File: config.mk
export PLATFORM = sky130hd
export DESIGN_NAME = cla_pipe_adder
export DESIGN_NICKNAME = d
export VERILOG_FILES = /design/src/rtl/cla_pkg.sv /design/src/rtl/cla_group_pg.sv /design/src/rtl/cla_pipe_adder.sv
export SDC_FILE = /design/constraint.sdc
export NUM_CORES = 1
export LEC_CHECK = 0
export BUFFER_PORTS_ARGS = -buffer_cell sky130_fd_sc_hd__buf_2
export CORE_UTILIZATION = 55
export CTS_BUF_LIST = sky130_fd_sc_hd__clkbuf_4 sky130_fd_sc_hd__clkbuf_8
export DETAILED_ROUTE_END_ITERATION = 10
export HOLD_SLACK_MARGIN = 0.02
export PLACE_DENSITY = 0.8
export REMOVE_ABC_BUFFERS = 1
export SYNTH_ARGS = -nofsm -noshare
export SYNTH_HDL_FRONTEND = slang
export SYNTH_SLANG_ARGS = --single-unit
File: constraint.sdc
create_clock -name clk -period 7.8 [get_ports clk]
set_clock_uncertainty 0.2 [all_clocks]
set_input_delay 0.78 -clock clk [delete_from_list [all_inputs] [get_ports clk]]
set_output_delay 0.78 -clock clk [all_outputs]
set_load 0.02 [all_outputs]
File: src/rtl/cla_pkg.sv
// Shared constants, group-count helper and per-group P/G pair type
// for the pipelined carry-lookahead adder.
package cla_pkg;

  localparam int unsigned CLA_DEFAULT_GROUP = 4;

  function automatic int unsigned cla_num_groups(input int unsigned width,
                                                 input int unsigned group);
    return width / group;
  endfunction

  typedef struct packed {
    logic gp;
    logic gg;
  } cla_pg_t;

endpackage

File: src/rtl/cla_group_pg.sv
// One lookahead group: group propagate/generate from bit p/g, plus the
// carry into each bit of the group given the group carry-in.
module cla_group_pg
  import cla_pkg::*;
#(
  parameter int unsigned GROUP = CLA_DEFAULT_GROUP
) (
  input  logic [GROUP-1:0] p,
  input  logic [GROUP-1:0] g,
  input  logic             cin,
  output cla_pg_t          pg,
  output logic [GROUP-1:0] carry
);

  always_comb begin
    logic gg_acc;
    logic c;
    gg_acc = 1'b0;
    c      = cin;
    carry  = '0;
    for (int unsigned i = 0; i < GROUP; i++) begin
      carry[i] = c;
      c        = g[i] | (p[i] & c);
      gg_acc   = g[i] | (p[i] & gg_acc);
    end
    pg.gp = &p;
    pg.gg = gg_acc;
  end

endmodule

File: src/rtl/cla_pipe_adder.sv
// Two-stage pipelined carry-lookahead adder/subtractor with valid/ready.
// Optional ovf/zero flag outputs are enabled by defining CLA_FLAGS_EN.
module cla_pipe_adder
  import cla_pkg::*;
#(
  parameter int unsigned WIDTH = 32,
  parameter int unsigned GROUP = CLA_DEFAULT_GROUP
) (
  input  logic             clk,
  input  logic             rst,
  input  logic             in_valid,
  output logic             in_ready,
  input  logic [WIDTH-1:0] a,
  input  logic [WIDTH-1:0] b,
  input  logic             cin,
  input  logic             sub,
  output logic             out_valid,
  input  logic             out_ready,
  output logic [WIDTH-1:0] sum,
  output logic             cout
`ifdef CLA_FLAGS_EN
  ,
  output logic             ovf,
  output logic             zero
`endif
);

  localparam int unsigned NG = cla_num_groups(WIDTH, GROUP);

  generate
    if ((WIDTH % GROUP) != 0 || !(GROUP == 2 || GROUP == 4 || GROUP == 8)) begin : g_bad_cfg
      $error("cla_pipe_adder: WIDTH must be a multiple of GROUP and GROUP must be 2, 4 or 8");
    end
  endgenerate

  logic adv1, adv2, accept;
  logic s1_valid, s2_valid;

  assign adv2     = ~s2_valid | out_ready;
  assign adv1     = ~s1_valid | adv2;
  assign in_ready = adv1;
  assign accept   = in_valid & adv1;

  // Stage 1: operand conditioning, bit and group P/G
  logic [WIDTH-1:0] bb, p_in, g_in;
  logic             c0_in;
  cla_pg_t          pg_in [NG];
  logic [WIDTH-1:0] s1_carry_unused;

  assign bb    = b ^ {WIDTH{sub}};
  assign p_in  = a ^ bb;
  assign g_in  = a & bb;
  assign c0_in = sub | cin;

  for (genvar k = 0; k < NG; k++) begin : g_s1
    cla_group_pg #(.GROUP(GROUP)) u_pg (
      .p     (p_in[k*GROUP +: GROUP]),
      .g     (g_in[k*GROUP +: GROUP]),
      .cin   (1'b0),
      .pg    (pg_in[k]),
      .carry (s1_carry_unused[k*GROUP +: GROUP])
    );
  end

  logic [WIDTH-1:0] p_q, g_q;
  logic             c0_q;
  cla_pg_t          pg_q [NG];

  always_ff @(posedge clk) begin
    if (rst) s1_valid <= 1'b0;
    else if (adv1) s1_valid <= in_valid;
  end

  always_ff @(posedge clk) begin
    if (accept) begin
      p_q  <= p_in;
      g_q  <= g_in;
      c0_q <= c0_in;
      pg_q <= pg_in;
    end
  end

  // Stage 2: group carry chain, then in-group bit carries and sum
  logic [NG:0]      gc;
  logic [WIDTH-1:0] bit_c, sum_d;
  cla_pg_t          s2_pg_unused [NG];

  always_comb begin
    logic c;
    gc    = '0;
    c     = c0_q;
    gc[0] = c;
    for (int unsigned k = 0; k < NG; k++) begin
      c       = pg_q[k].gg | (pg_q[k].gp & c);
      gc[k+1] = c;
    end
  end

  for (genvar k = 0; k < NG; k++) begin : g_s2
    cla_group_pg #(.GROUP(GROUP)) u_pg (
      .p     (p_q[k*GROUP +: GROUP]),
      .g     (g_q[k*GROUP +: GROUP]),
      .cin   (gc[k]),
      .pg    (s2_pg_unused[k]),
      .carry (bit_c[k*GROUP +: GROUP])
    );
  end

  assign sum_d = p_q ^ bit_c;

  always_ff @(posedge clk) begin
    if (rst) begin
      s2_valid <= 1'b0;
      sum      <= '0;
      cout     <= 1'b0;
`ifdef CLA_FLAGS_EN
      ovf      <= 1'b0;
      zero     <= 1'b0;
`endif
    end else if (adv2) begin
      s2_valid <= s1_valid;
      if (s1_valid) begin
        sum  <= sum_d;
        cout <= gc[NG];
`ifdef CLA_FLAGS_EN
        ovf  <= bit_c[WIDTH-1] ^ gc[NG];
        zero <= ~|sum_d;
`endif
      end
    end
  end

  assign out_valid = s2_valid;

endmodule

# Word-level counts from Yosys, hierarchy flattened
# Index checks and enable logic that the tools add are counted.
dict set report op_classes {
  n_reduce_logical 9
  bitwise_logic 122
}
# cell count
set ops {}
lappend ops {{32-bit XOR} 3}
lappend ops {{1-bit bitwise OR} 59}
lappend ops {{1-bit bitwise AND} 57}
lappend ops {{32-bit bitwise AND} 1}
lappend ops {{4-bit AND reduction} 8}
lappend ops {{1-bit inverter} 2}
lappend ops {{2-bit AND reduction} 1}
dict set report totals {
  reg_bits 115
  output_inout_bits 35
  input_bits 70
  elab_cells 154
}

# Logic depth before layout (Yosys ltp)
# Gate-level depths: netlist (run 1).
dict set report logic_depth {
  depth_word 21
  depth_mapped 13
  depth_no_buf 13
}

# Hierarchy
# A second synthesis (run 1) with hierarchy kept.
dict set report unflattened {
  cells_unflattened 494
  hier_area_um2 5756.8
}
# module area_per_inst_um2 cells_per_inst n_inst seq_area_each_um2
set modules_own_cells {}
lappend modules_own_cells {cla_pipe_adder 4715.8 318 1 3133.0}
lappend modules_own_cells {cla_group_pg 65.1 11 16 0.0}

# Worst setup path after synthesis (run 1)
# No wires, ideal clock.
dict set report synth_path {
  path_kind {in2reg}
  start {input port out_ready}
  end {register c0_q (enable)}
  setup_ns 0.439
  required_ns 7.161
  n_path_buf 0
  stages 3
  arrival_ns 2.929
  setup_slack_ns 4.231
  cell_sequence {and2b_1 nand2_1 and2_1}
}
dict set report synth_between {
  elab_chain_len 3
}
# item line_no
set synth_lines {}
lappend synth_lines {{start, declared} cla_pipe_adder.sv:18} ;# input logic out_ready,
lappend synth_lines {{1-bit bitwise OR} cla_pipe_adder.sv:39} ;# assign adv2 = ~s2_valid | out_ready;
lappend synth_lines {{1-bit bitwise OR} cla_pipe_adder.sv:40} ;# assign adv1 = ~s1_valid | adv2;
lappend synth_lines {{net in_ready} cla_pipe_adder.sv:12} ;# output logic in_ready,
lappend synth_lines {{1-bit bitwise AND} cla_pipe_adder.sv:42} ;# assign accept = in_valid & adv1;
lappend synth_lines {{net accept} cla_pipe_adder.sv:36} ;# logic adv1, adv2, accept;
lappend synth_lines {{end signal, assigned} cla_pipe_adder.sv:78} ;# c0_q <= c0_in;
lappend synth_lines {{end, declared} cla_pipe_adder.sv:66} ;# logic c0_q;
# The timed path passes the listed nets, and every way through them passes these cells.
# A chain may end at the register's enable or synchronous reset.

# Worst setup path after layout (run 1)
dict set report layout_path {
  start {register c0_q}
  end {register sum[23]}
}
dict set report layout_between {
  elab_chain_len 17
}
# item line_no
set layout_lines {}
lappend layout_lines {{1-bit bitwise AND} cla_pipe_adder.sv:94} ;# c = pg_q[k].gg | (pg_q[k].gp & c);
lappend layout_lines {{1-bit bitwise OR} cla_pipe_adder.sv:94}
lappend layout_lines {{1-bit bitwise AND} cla_pipe_adder.sv:94}
lappend layout_lines {{1-bit bitwise OR} cla_pipe_adder.sv:94}
lappend layout_lines {{1-bit bitwise AND} cla_pipe_adder.sv:94}
lappend layout_lines {{1-bit bitwise OR} cla_pipe_adder.sv:94}
lappend layout_lines {{1-bit bitwise AND} cla_pipe_adder.sv:94}
lappend layout_lines {{1-bit bitwise OR} cla_pipe_adder.sv:94}
lappend layout_lines {{1-bit bitwise AND} cla_pipe_adder.sv:94}
lappend layout_lines {{1-bit bitwise OR} cla_pipe_adder.sv:94}
lappend layout_lines {{1-bit bitwise AND} cla_group_pg.sv:23} ;# c = g[i] | (p[i] & c);
lappend layout_lines {{1-bit bitwise OR} cla_group_pg.sv:23}
lappend layout_lines {{1-bit bitwise AND} cla_group_pg.sv:23}
lappend layout_lines {{1-bit bitwise OR} cla_group_pg.sv:23}
lappend layout_lines {{1-bit bitwise AND} cla_group_pg.sv:23}
lappend layout_lines {{1-bit bitwise OR} cla_group_pg.sv:23}
lappend layout_lines {{32-bit XOR} cla_pipe_adder.sv:109} ;# assign sum_d = p_q ^ bit_c;
lappend layout_lines {{end signal, assigned} cla_pipe_adder.sv:123} ;# sum <= sum_d;
lappend layout_lines {{end, declared} cla_pipe_adder.sv:19} ;# output logic [WIDTH-1:0] sum,
# Every way passes these cells.

==> results of run 1 <==
==> stage by stage <==
step / cells / util (%) / setup WS, ns / instance area (µm²) / power, W
2_1_floorplan: 391 / - / 4.23 / 4900 / 0.000839
3_3_place_gp: 605 / 63.9 / 4.76 / 5570 / 0.000912
3_5_place_dp: 605 / 63.9 / 4.68 / 5570 / 0.000924
4_1_cts: 621 / 66.7 / 4.64 / 5820 / 0.00132
5_1_grt: 621 / 66.7 / 4.49 / 5820 / 0.00138
6_report: 621 / 66.7 / 4.64 / 5820 / 0.00131
==> worst max-delay path, cell delays in order (launching register included) <==
cell and delay (ns):
sky130_fd_sc_hd__edfxtp_1 0.45, sky130_fd_sc_hd__a211oi_2 0.26, sky130_fd_sc_hd__o21bai_1 0.15, sky130_fd_sc_hd__a21o_1 0.21
sky130_fd_sc_hd__a21o_1 0.19, sky130_fd_sc_hd__ha_1 0.17, sky130_fd_sc_hd__or2_2 0.29, sky130_fd_sc_hd__ha_1 0.18
sky130_fd_sc_hd__or2_2 0.29, sky130_fd_sc_hd__ha_1 0.19, sky130_fd_sc_hd__nor2_1 0.12, sky130_fd_sc_hd__xnor2_1 0.12
sky130_fd_sc_hd__nand2_1 0.06, sky130_fd_sc_hd__a21oi_1 0.19
==> cell usage after synthesis (all sizes together), types with 4 or more instances <==
cell type  instances
a21o               4
a21oi             42
and4               8
buf               11
clkbuf             5
dfxtp             35
edfxtp            73
ha                56
nand2             66
nand2b             9
nor2              12
nor2b              9
o21ai             10
or2               17
xnor2              8
xor2              32
==> report_power, final <==
group,total [W],internal (W),switching [W]
combinational,0.000217,0.0000950,0.000122
clock,0.000404,0.000215,0.000189
sequential,0.000693,0.000673,0.0000200
==> per-layer routing <==
layer	vias up	part of all wire (%)
li1	1630	-
met1	1492	45
met2	87	50
met3	11	4.0
met4	0	1.0
met5	-	0
==> final timing paths <==
path                                        endpoint  slack, ns
worst max-delay path            sum[23]$_SDFFE_PP0P_       4.64
worst min-delay path            sum[27]$_SDFFE_PP0P_       0.25
worst max register to register  sum[23]$_SDFFE_PP0P_       4.64
worst min register to register  sum[27]$_SDFFE_PP0P_       0.25
==> layout make-up <==
class,count,area share (%)
clock buffer,9,2.13
clock inverter,7,2.07
tap,108,2.32
multi-input combinational,283,34.5
timing repair buffer,106,9.21
sequential,108,49.7
==> cell families (layout without fill, tap and decap cells) <==
kind of cell,count (synthesis),after routing,synth area share [%]
xor gates and xnor gates,40,40,7.04
adders and majority gates,56,56,14.1
buffers and inverters,16,122,1.63
DFF,108,108,58.1
AOI/OAI and AO/OA,61,61,6.81
and+or+nand+nor,126,126,12.3
==> flip-flops by register name, indices dropped and copies added, names as in the netlist <==
name and cells:
p_q 32, g_q 24, c0_q 1, s1_valid 1, sum 32, pg_q 16, cout 1, out_valid 1
==> summary.json, run 1 <==
{
  "grt.overflow.total": {"value": 0},
  "synth_area": {"value": 4980, "unit": "µm²"},
  "hold_path_class": {"value": "register to register"},
  "syn_avg_cell_area": {"value": 12.2, "unit": "µm²"},
  "areaGrowthSynthToFinish": {"value": 16.8, "unit": "%"},
  "maximum_count_of_clock_buffers_along_a_single_path": {"value": 2},
  "dr_total_vias": {"value": 3220},
  "grt_start_max_net_pins": {"value": 74},
  "routed_length_per_placed_instance": {"value": 14.8, "unit": "µm"},
  "drt-total-wl": {"value": 9210, "unit": "µm"},
  "number_of_warnings_issued_by_yosys": {"value": 0},
  "yosysSeqAreaShare": {"value": 58.1, "unit": "%"},
  "maxSlewViolCount": {"value": 0},
  "globalRouteMet1Util": {"value": 25.2, "unit": "%"},
  "antenna_cells_inserted": {"value": 0},
  "min_from": {"value": "sum[27]$_SDFFE_PP0P_"},
  "drc": {"value": 0},
  "netlist.top_cell.by_area": {"value": "sky130_fd_sc_hd__edfxtp_1"},
  "ff2ff_path_depth": {"value": 13},
  "synth_async_sr_flop_share": {"value": 0, "unit": "%"},
  "layout.cells.most_common_list": {"value": "104 x sky130_fd_sc_hd__buf_2, 73 x sky130_fd_sc_hd__edfxtp_1, 66 x sky130_fd_sc_hd__nand2_1"},
  "crit_path_end_kind": {"value": "register"},
  "ctsHtreeMaxLevel": {"value": 3},
  "busiest_layer": {"value": "met2"},
  "maxCapViolations": {"value": 0},
  "cts-buffers-inserted": {"value": 9},
  "place.port_buffers": {"value": 104},
  "cp.arrival": {"value": 3.23, "unit": "ns"},
  "detailedRoute.firstIterationViolations": {"value": 93},
  "cellLeakagePower": {"value": 2.53, "unit": "nW"},
  "worst-path-max-fanout": {"value": 3},
  "grt_util_met2": {"value": 35.5, "unit": "%"},
  "timing.critical_path.required": {"value": 7.88, "unit": "ns"},
  "grt_pass1_vias": {"value": 3174},
  "worst_setup_path_startpoint": {"value": "c0_q$_DFFE_PP_"},
  "globalRouteTotalUtil": {"value": 20.2, "unit": "%"},
  "chipWidth": {"value": 97.1, "unit": "µm"},
  "tritoncts": {"value": "yes"},
  "gp_congestion": {"value": 0.786},
  "postCtsSetupRepairBufs": {"value": 0},
  "post_cts.resized_instances": {"value": 0},
  "fin_setup_tns": {"value": 0, "unit": "ns"},
  "timing.rr.start": {"value": "c0_q$_DFFE_PP_"},
  "dieHeight": {"value": 97.1, "unit": "µm"},
  "synthDistinctLibCells": {"value": 26},
  "number_of_sinks_driven_by_the_clock_tree": {"value": 108},
  "fillers": {"value": 633},
  "multi_input_area": {"value": 2010, "unit": "µm²"},
  "most_common_cell_after_layout_fill_and_taps_aside": {"value": "sky130_fd_sc_hd__buf_2"},
  "clock_insertion_delay_worst_skew": {"value": 0.36, "unit": "ns"},
  "core_footprint": {"value": 8720, "unit": "µm²"},
  "unrepaired_setup_endpoints_after_global_routing": {"value": "false"},
  "dr.pass1.iters": {"value": 4},
  "min_tclk_post_route": {"value": 3.16, "unit": "ns"},
  "worst_slew_slack_as_a_fraction_of_its_limit": {"value": 36.7, "unit": "%"},
  "whs": {"value": 0.252, "unit": "ns"},
  "cts.clk_slew.worst_paths": {"value": 0.11, "unit": "ns"},
  "dominantRegCellSynth": {"value": "sky130_fd_sc_hd__edfxtp_1"},
  "maximum_clock_rate": {"value": 0.317, "unit": "GHz"},
  "number_of_flops_mapped_to_enable_cells_by_yosys": {"value": 73},
  "via_per_inst": {"value": 5.19},
  "grt_antenna_before_repair": {"value": 0},
  "floorplan.io_pins": {"value": 105},
  "worst_ir_drop_vdd": {"value": 0.000118, "unit": "V"},
  "hold_critical_path_depth": {"value": 2},
  "timing_hold_violations_final": {"value": 0},
  "fp-row-count": {"value": 34},
  "hpwl": {"value": 6500, "unit": "µm"},
  "worst_pin_slew": {"value": 0.950, "unit": "ns"},
  "setup.worst_path.start_class": {"value": "register"},
  "cell_at_the_root_of_the_clock_tree": {"value": "sky130_fd_sc_hd__clkbuf_8"},
  "synth.area.top_cells": {"value": "sky130_fd_sc_hd__edfxtp_1 44%, sky130_fd_sc_hd__dfxtp_1 14%, sky130_fd_sc_hd__ha_1 14%"},
  "number_of_flip_flops_and_latches_in_the_synthesized_netlist": {"value": 108},
  "setup_viol_count_final": {"value": 0},
  "cts_hold_buf": {"value": 0},
  "synth_largest_type_area_fraction": {"value": 44.0, "unit": "%"},
  "ant_nets": {"value": 0},
  "status": {"value": "complete, no violations"},
  "number_of_nets_in_the_finished_design": {"value": 634},
  "die-area": {"value": 9430, "unit": "µm²"},
  "critical_path_class": {"value": "register to register"},
  "cellPowerDensity": {"value": 226, "unit": "nW/µm²"},
  "layout_worst_path_cycle_share": {"value": 40.5, "unit": "%"},
  "synthesis.instances": {"value": 407},
  "drive_above_1_share": {"value": 27.9, "unit": "%"},
  "regArea": {"value": 2890, "unit": "µm²"},
  "wire_length_of_the_first_global_routing_pass": {"value": 14900, "unit": "µm"},
  "use_met3": {"value": 4.24, "unit": "%"},
  "initial_core_util": {"value": 57.1, "unit": "%"}
}
(Power assumes the default switching activity.)
==> inputs of run 2 (changes only) <==
Settings changed: CORE_UTILIZATION 55 to 51, PLACE_DENSITY 0.8 to 0.78.
Clock period 7.8 ns to 2.9 ns, I/O delays scaled along.
==> summary.json, run 2 (synthesis gave the netlist of run 1 again) <==
{
  "place.port_buffers": {"value": 104, "change": "unchanged"},
  "cell_at_the_root_of_the_clock_tree": {"value": "sky130_fd_sc_hd__clkbuf_8"},
  "top_regs": {"value": "p_q: 32 flops, sum: 32 flops, g_q: 24 flops"},
  "critical_path.max_stage_delay": {"value": 0.42, "unit": "ns", "change": "-0.03 ns"},
  "globalRouteMet1Util": {"value": 23.7, "unit": "%", "change": "-1.5 points"},
  "routed_length_per_placed_instance": {"value": 14.3, "unit": "µm", "change": "-3.3%"},
  "timing_hold_violations_final": {"value": 0, "change": "unchanged"},
  "p_seq_share": {"value": 54.3, "unit": "%", "change": "+1.6 points"},
  "gp_congestion": {"value": 0.800, "change": "+1.8%"},
  "number_of_nets_in_the_finished_design": {"value": 650, "change": "+2.5%"},
  "hpwl": {"value": 6800, "unit": "µm", "change": "+4.5%"},
  "clock_insertion_delay_worst_skew": {"value": 0.36, "unit": "ns", "change": "about the same"},
  "worst_ir_drop_vdd": {"value": 0.000294, "unit": "V", "change": "+150%"},
  "layout_worst_path_cycle_share": {"value": 98.3, "unit": "%", "change": "+58 points"},
  "initial_core_util": {"value": 53.4, "unit": "%", "change": "-3.7 points"},
  "cts-buffers-inserted": {"value": 9, "change": "unchanged"},
  "globalRouteTotalUtil": {"value": 19.4, "unit": "%", "change": "-0.80 points"},
  "areaGrowthSynthToFinish": {"value": 22.9, "unit": "%"},
  "wire_length_of_the_first_global_routing_pass": {"value": 14700, "unit": "µm", "change": "-1.2%"},
  "ff2ff_path_depth": {"value": 13, "change": "unchanged"},
  "most_common_cell_after_layout_fill_and_taps_aside": {"value": "sky130_fd_sc_hd__buf_2"},
  "antenna_cells_inserted": {"value": 0, "change": "unchanged"},
  "drive_above_1_share": {"value": 34.0, "unit": "%", "change": "+6.2 points"},
  "number_of_sinks_driven_by_the_clock_tree": {"value": 108, "change": "unchanged"},
  "cp.arrival": {"value": 2.94, "unit": "ns", "change": "-0.29 ns"},
  "layout.cells.most_common_list": {"value": "104 x sky130_fd_sc_hd__buf_2, 73 x sky130_fd_sc_hd__edfxtp_1, 66 x sky130_fd_sc_hd__nand2_1"},
  "cellPowerDensity": {"value": 564, "unit": "nW/µm²", "change": "+150%"},
  "timing.critical_path.required": {"value": 2.99, "unit": "ns", "change": "-4.89 ns"},
  "hold_path_class": {"value": "primary input to register"},
  "via_per_inst": {"value": 5.04, "change": "-2.8%"},
  "cellLeakagePower": {"value": 2.59, "unit": "nW", "change": "+2.5%"},
  "unrepaired_setup_endpoints_after_global_routing": {"value": "true"},
  "p_int": {"value": 0.00254, "unit": "W", "change": "+160%"},
  "regToRegSetupSlack": {"value": 0.05, "unit": "ns", "change": "-4.59 ns"},
  "grt_antenna_before_repair": {"value": 0, "change": "unchanged"},
  "r2r-end": {"value": "sum[23]$_SDFFE_PP0P_"},
  "min_tclk_post_route": {"value": 2.85, "unit": "ns", "change": "-0.305 ns"},
  "ctsHtreeMaxLevel": {"value": 3, "change": "unchanged"},
  "cp_cell_sequence": {"value": "a211oi_2, o21bai_1, a21o_1, a21o_1, ha_2, or2_4, ha_4, or2_4, ha_4, nor2_4, xnor2_1, nand2_1, a21oi_1"},
  "core_footprint": {"value": 9330, "unit": "µm²", "change": "+7.0%"},
  "ant_nets": {"value": 0, "change": "unchanged"},
  "grt_pass1_vias": {"value": 3110, "change": "-2.0%"},
  "floorplan.io_pins": {"value": 105, "change": "unchanged"},
  "grt_start_max_net_pins": {"value": 36, "change": "-51%"},
  "tritoncts": {"value": "yes"},
  "detailedRoute.firstIterationViolations": {"value": 66, "change": "-29%"},
  "fillers": {"value": 735, "change": "+16%"},
  "worst_slew_slack_as_a_fraction_of_its_limit": {"value": 51.1, "unit": "%", "change": "+14 points"},
  "cts.clk_slew.worst_paths": {"value": 0.10, "unit": "ns", "change": "about the same"},
  "timing.rr.start": {"value": "c0_q$_DFFE_PP_"},
  "busiest_layer": {"value": "met2"},
  "critical-path-slowest-cell": {"value": "sky130_fd_sc_hd__edfxtp_1"},
  "use_met3": {"value": 2.98, "unit": "%", "change": "-1.3 points"},
  "switching_share": {"value": 26.5, "unit": "%", "change": "+1.4 points"},
  "hold_critical_path_depth": {"value": 2, "change": "unchanged"},
  "fp-row-count": {"value": 35, "change": "+2.9%"},
  "min_from": {"value": "a[20]"},
  "dieHeight": {"value": 101, "unit": "µm", "change": "+3.8%"},
  "dr_total_vias": {"value": 3317, "change": "+3.0%"},
  "hold_end": {"value": "p_q[20]$_DFFE_PP_"},
  "worst-path-max-fanout": {"value": 2, "change": "-1"},
  "grt_util_met2": {"value": 33.9, "unit": "%", "change": "-1.7 points"},
  "setup_viol_count_final": {"value": 0, "change": "unchanged"},
  "clock_power_share": {"value": 26.2, "unit": "%", "change": "-4.5 points"},
  "critical_path_class": {"value": "register to register"},
  "whs": {"value": 0.0521, "unit": "ns", "change": "-0.200 ns"},
  "drc": {"value": 0, "change": "unchanged"},
  "setup.worst_path.start_class": {"value": "register"},
  "maxCapViolations": {"value": 0, "change": "unchanged"},
  "fin_setup_tns": {"value": 0, "unit": "ns", "change": "unchanged"},
  "share_comb_of_total_power": {"value": 19.4, "unit": "%", "change": "+2.9 points"},
  "maximum_count_of_clock_buffers_along_a_single_path": {"value": 2, "change": "unchanged"},
  "maximum_clock_rate": {"value": 0.351, "unit": "GHz", "change": "+11%"},
  "worst_pin_slew": {"value": 0.733, "unit": "ns", "change": "-0.216 ns"},
  "die-area": {"value": 10200, "unit": "µm²", "change": "+7.7%"},
  "maxSlewViolCount": {"value": 0, "change": "unchanged"},
  "drt-total-wl": {"value": 9430, "unit": "µm", "change": "+2.4%"},
  "status": {"value": "complete, no violations"},
  "chipWidth": {"value": 101, "unit": "µm", "change": "+3.8%"},
  "grt.overflow.total": {"value": 0, "change": "unchanged"},
  "total_switching_power": {"value": 0.000916, "unit": "W", "change": "+180%"},
  "dr.pass1.iters": {"value": 4, "change": "unchanged"},
  "crit_path_end_kind": {"value": "register"}
}
-- run 2: timing repair --
item | 4_1_cts | 5_1_grt
hold endpoints to repair | 2 | 0
setup buffers | 2 | 1
endpoints found under the setup margin | 4 | 6
gates resized for setup | 6 | 34
pin swaps | 13 | 22
hold buffers | 2 | 0
-- run 2: layout make-up --
cell class                 count  area, µm²  area share, %
tap                          129        161           2.64
clock buffer                   9        124           2.03
timing repair buffer         122        686           11.2
sequential                   108       2890           47.3
clock inverter                 7       77.6           1.27
multi-input combinational    283       2170           35.6
-- run 2: power by group through the flow --
stage	Combinational (W)	Clock [W]	Sequential, W
finish	0.000671	0.000905	0.00188
global route	0.000754	0.000981	0.00189
CTS	0.000629	0.000919	0.00187
detailed placement	0.000609	0	0.00190
global placement	0.000588	0	0.00189
floorplan	0.000320	0	0.00194
-- run 2: how the worst max path moves through the flow --
stage | startpoint | end | slack [ns] | cells after the start
2_1_floorplan | out_valid$_SDFFE_PP0P_ | c0_q$_DFFE_PP_ | -0.26 | 3
3_3_place_gp | c0_q$_DFFE_PP_ | sum[23]$_SDFFE_PP0P_ | -0.07 | 13
3_5_place_dp | c0_q$_DFFE_PP_ | sum[23]$_SDFFE_PP0P_ | -0.14 | 13
4_1_cts | pg_q[15]$_DFFE_PP_ | sum[31]$_SDFFE_PP0P_ | 0.002 | 13
5_1_grt | c0_q$_DFFE_PP_ | sum[23]$_SDFFE_PP0P_ | -0.08 | 13
6_report | c0_q$_DFFE_PP_ | sum[23]$_SDFFE_PP0P_ | 0.05 | 13
-- run 2: critical path: cells and delay by family (launching register included) --
| family | cells | cell delay [ns] |
|---|---|---|
| DFF | 1 | 0.42 |
| adders and majority gates | 3 | 0.48 |
| xor gates and xnor gates | 1 | 0.12 |
| AOI/OAI and AO/OA | 5 | 0.95 |
| and+or+nand+nor | 4 | 0.60 |
-- run 2: layer usage --
layer / wire length [µm] / share of wire (%) / vias up
met4: 229 / 2.4 / 0
met1: 3970 / 42 / 1554
met3: 414 / 4.4 / 13
li1: - / - / 1663
met5: 0 / 0 / -
met2: 4820 / 51 / 87
-- run 2: metrics by stage --
stage / cells / power (W) / setup slack (ns) / area, µm² / util [%]
floorplan: 391 / 0.00226 / -0.259 / 4900 / -
global placement: 637 / 0.00248 / -0.0682 / 5710 / 61.2
detailed placement: 637 / 0.00251 / -0.141 / 5710 / 61.2
CTS: 657 / 0.00342 / 0.00230 / 5970 / 64.0
global route: 658 / 0.00362 / -0.0760 / 6120 / 65.6
finish: 658 / 0.00345 / 0.0484 / 6120 / 65.6
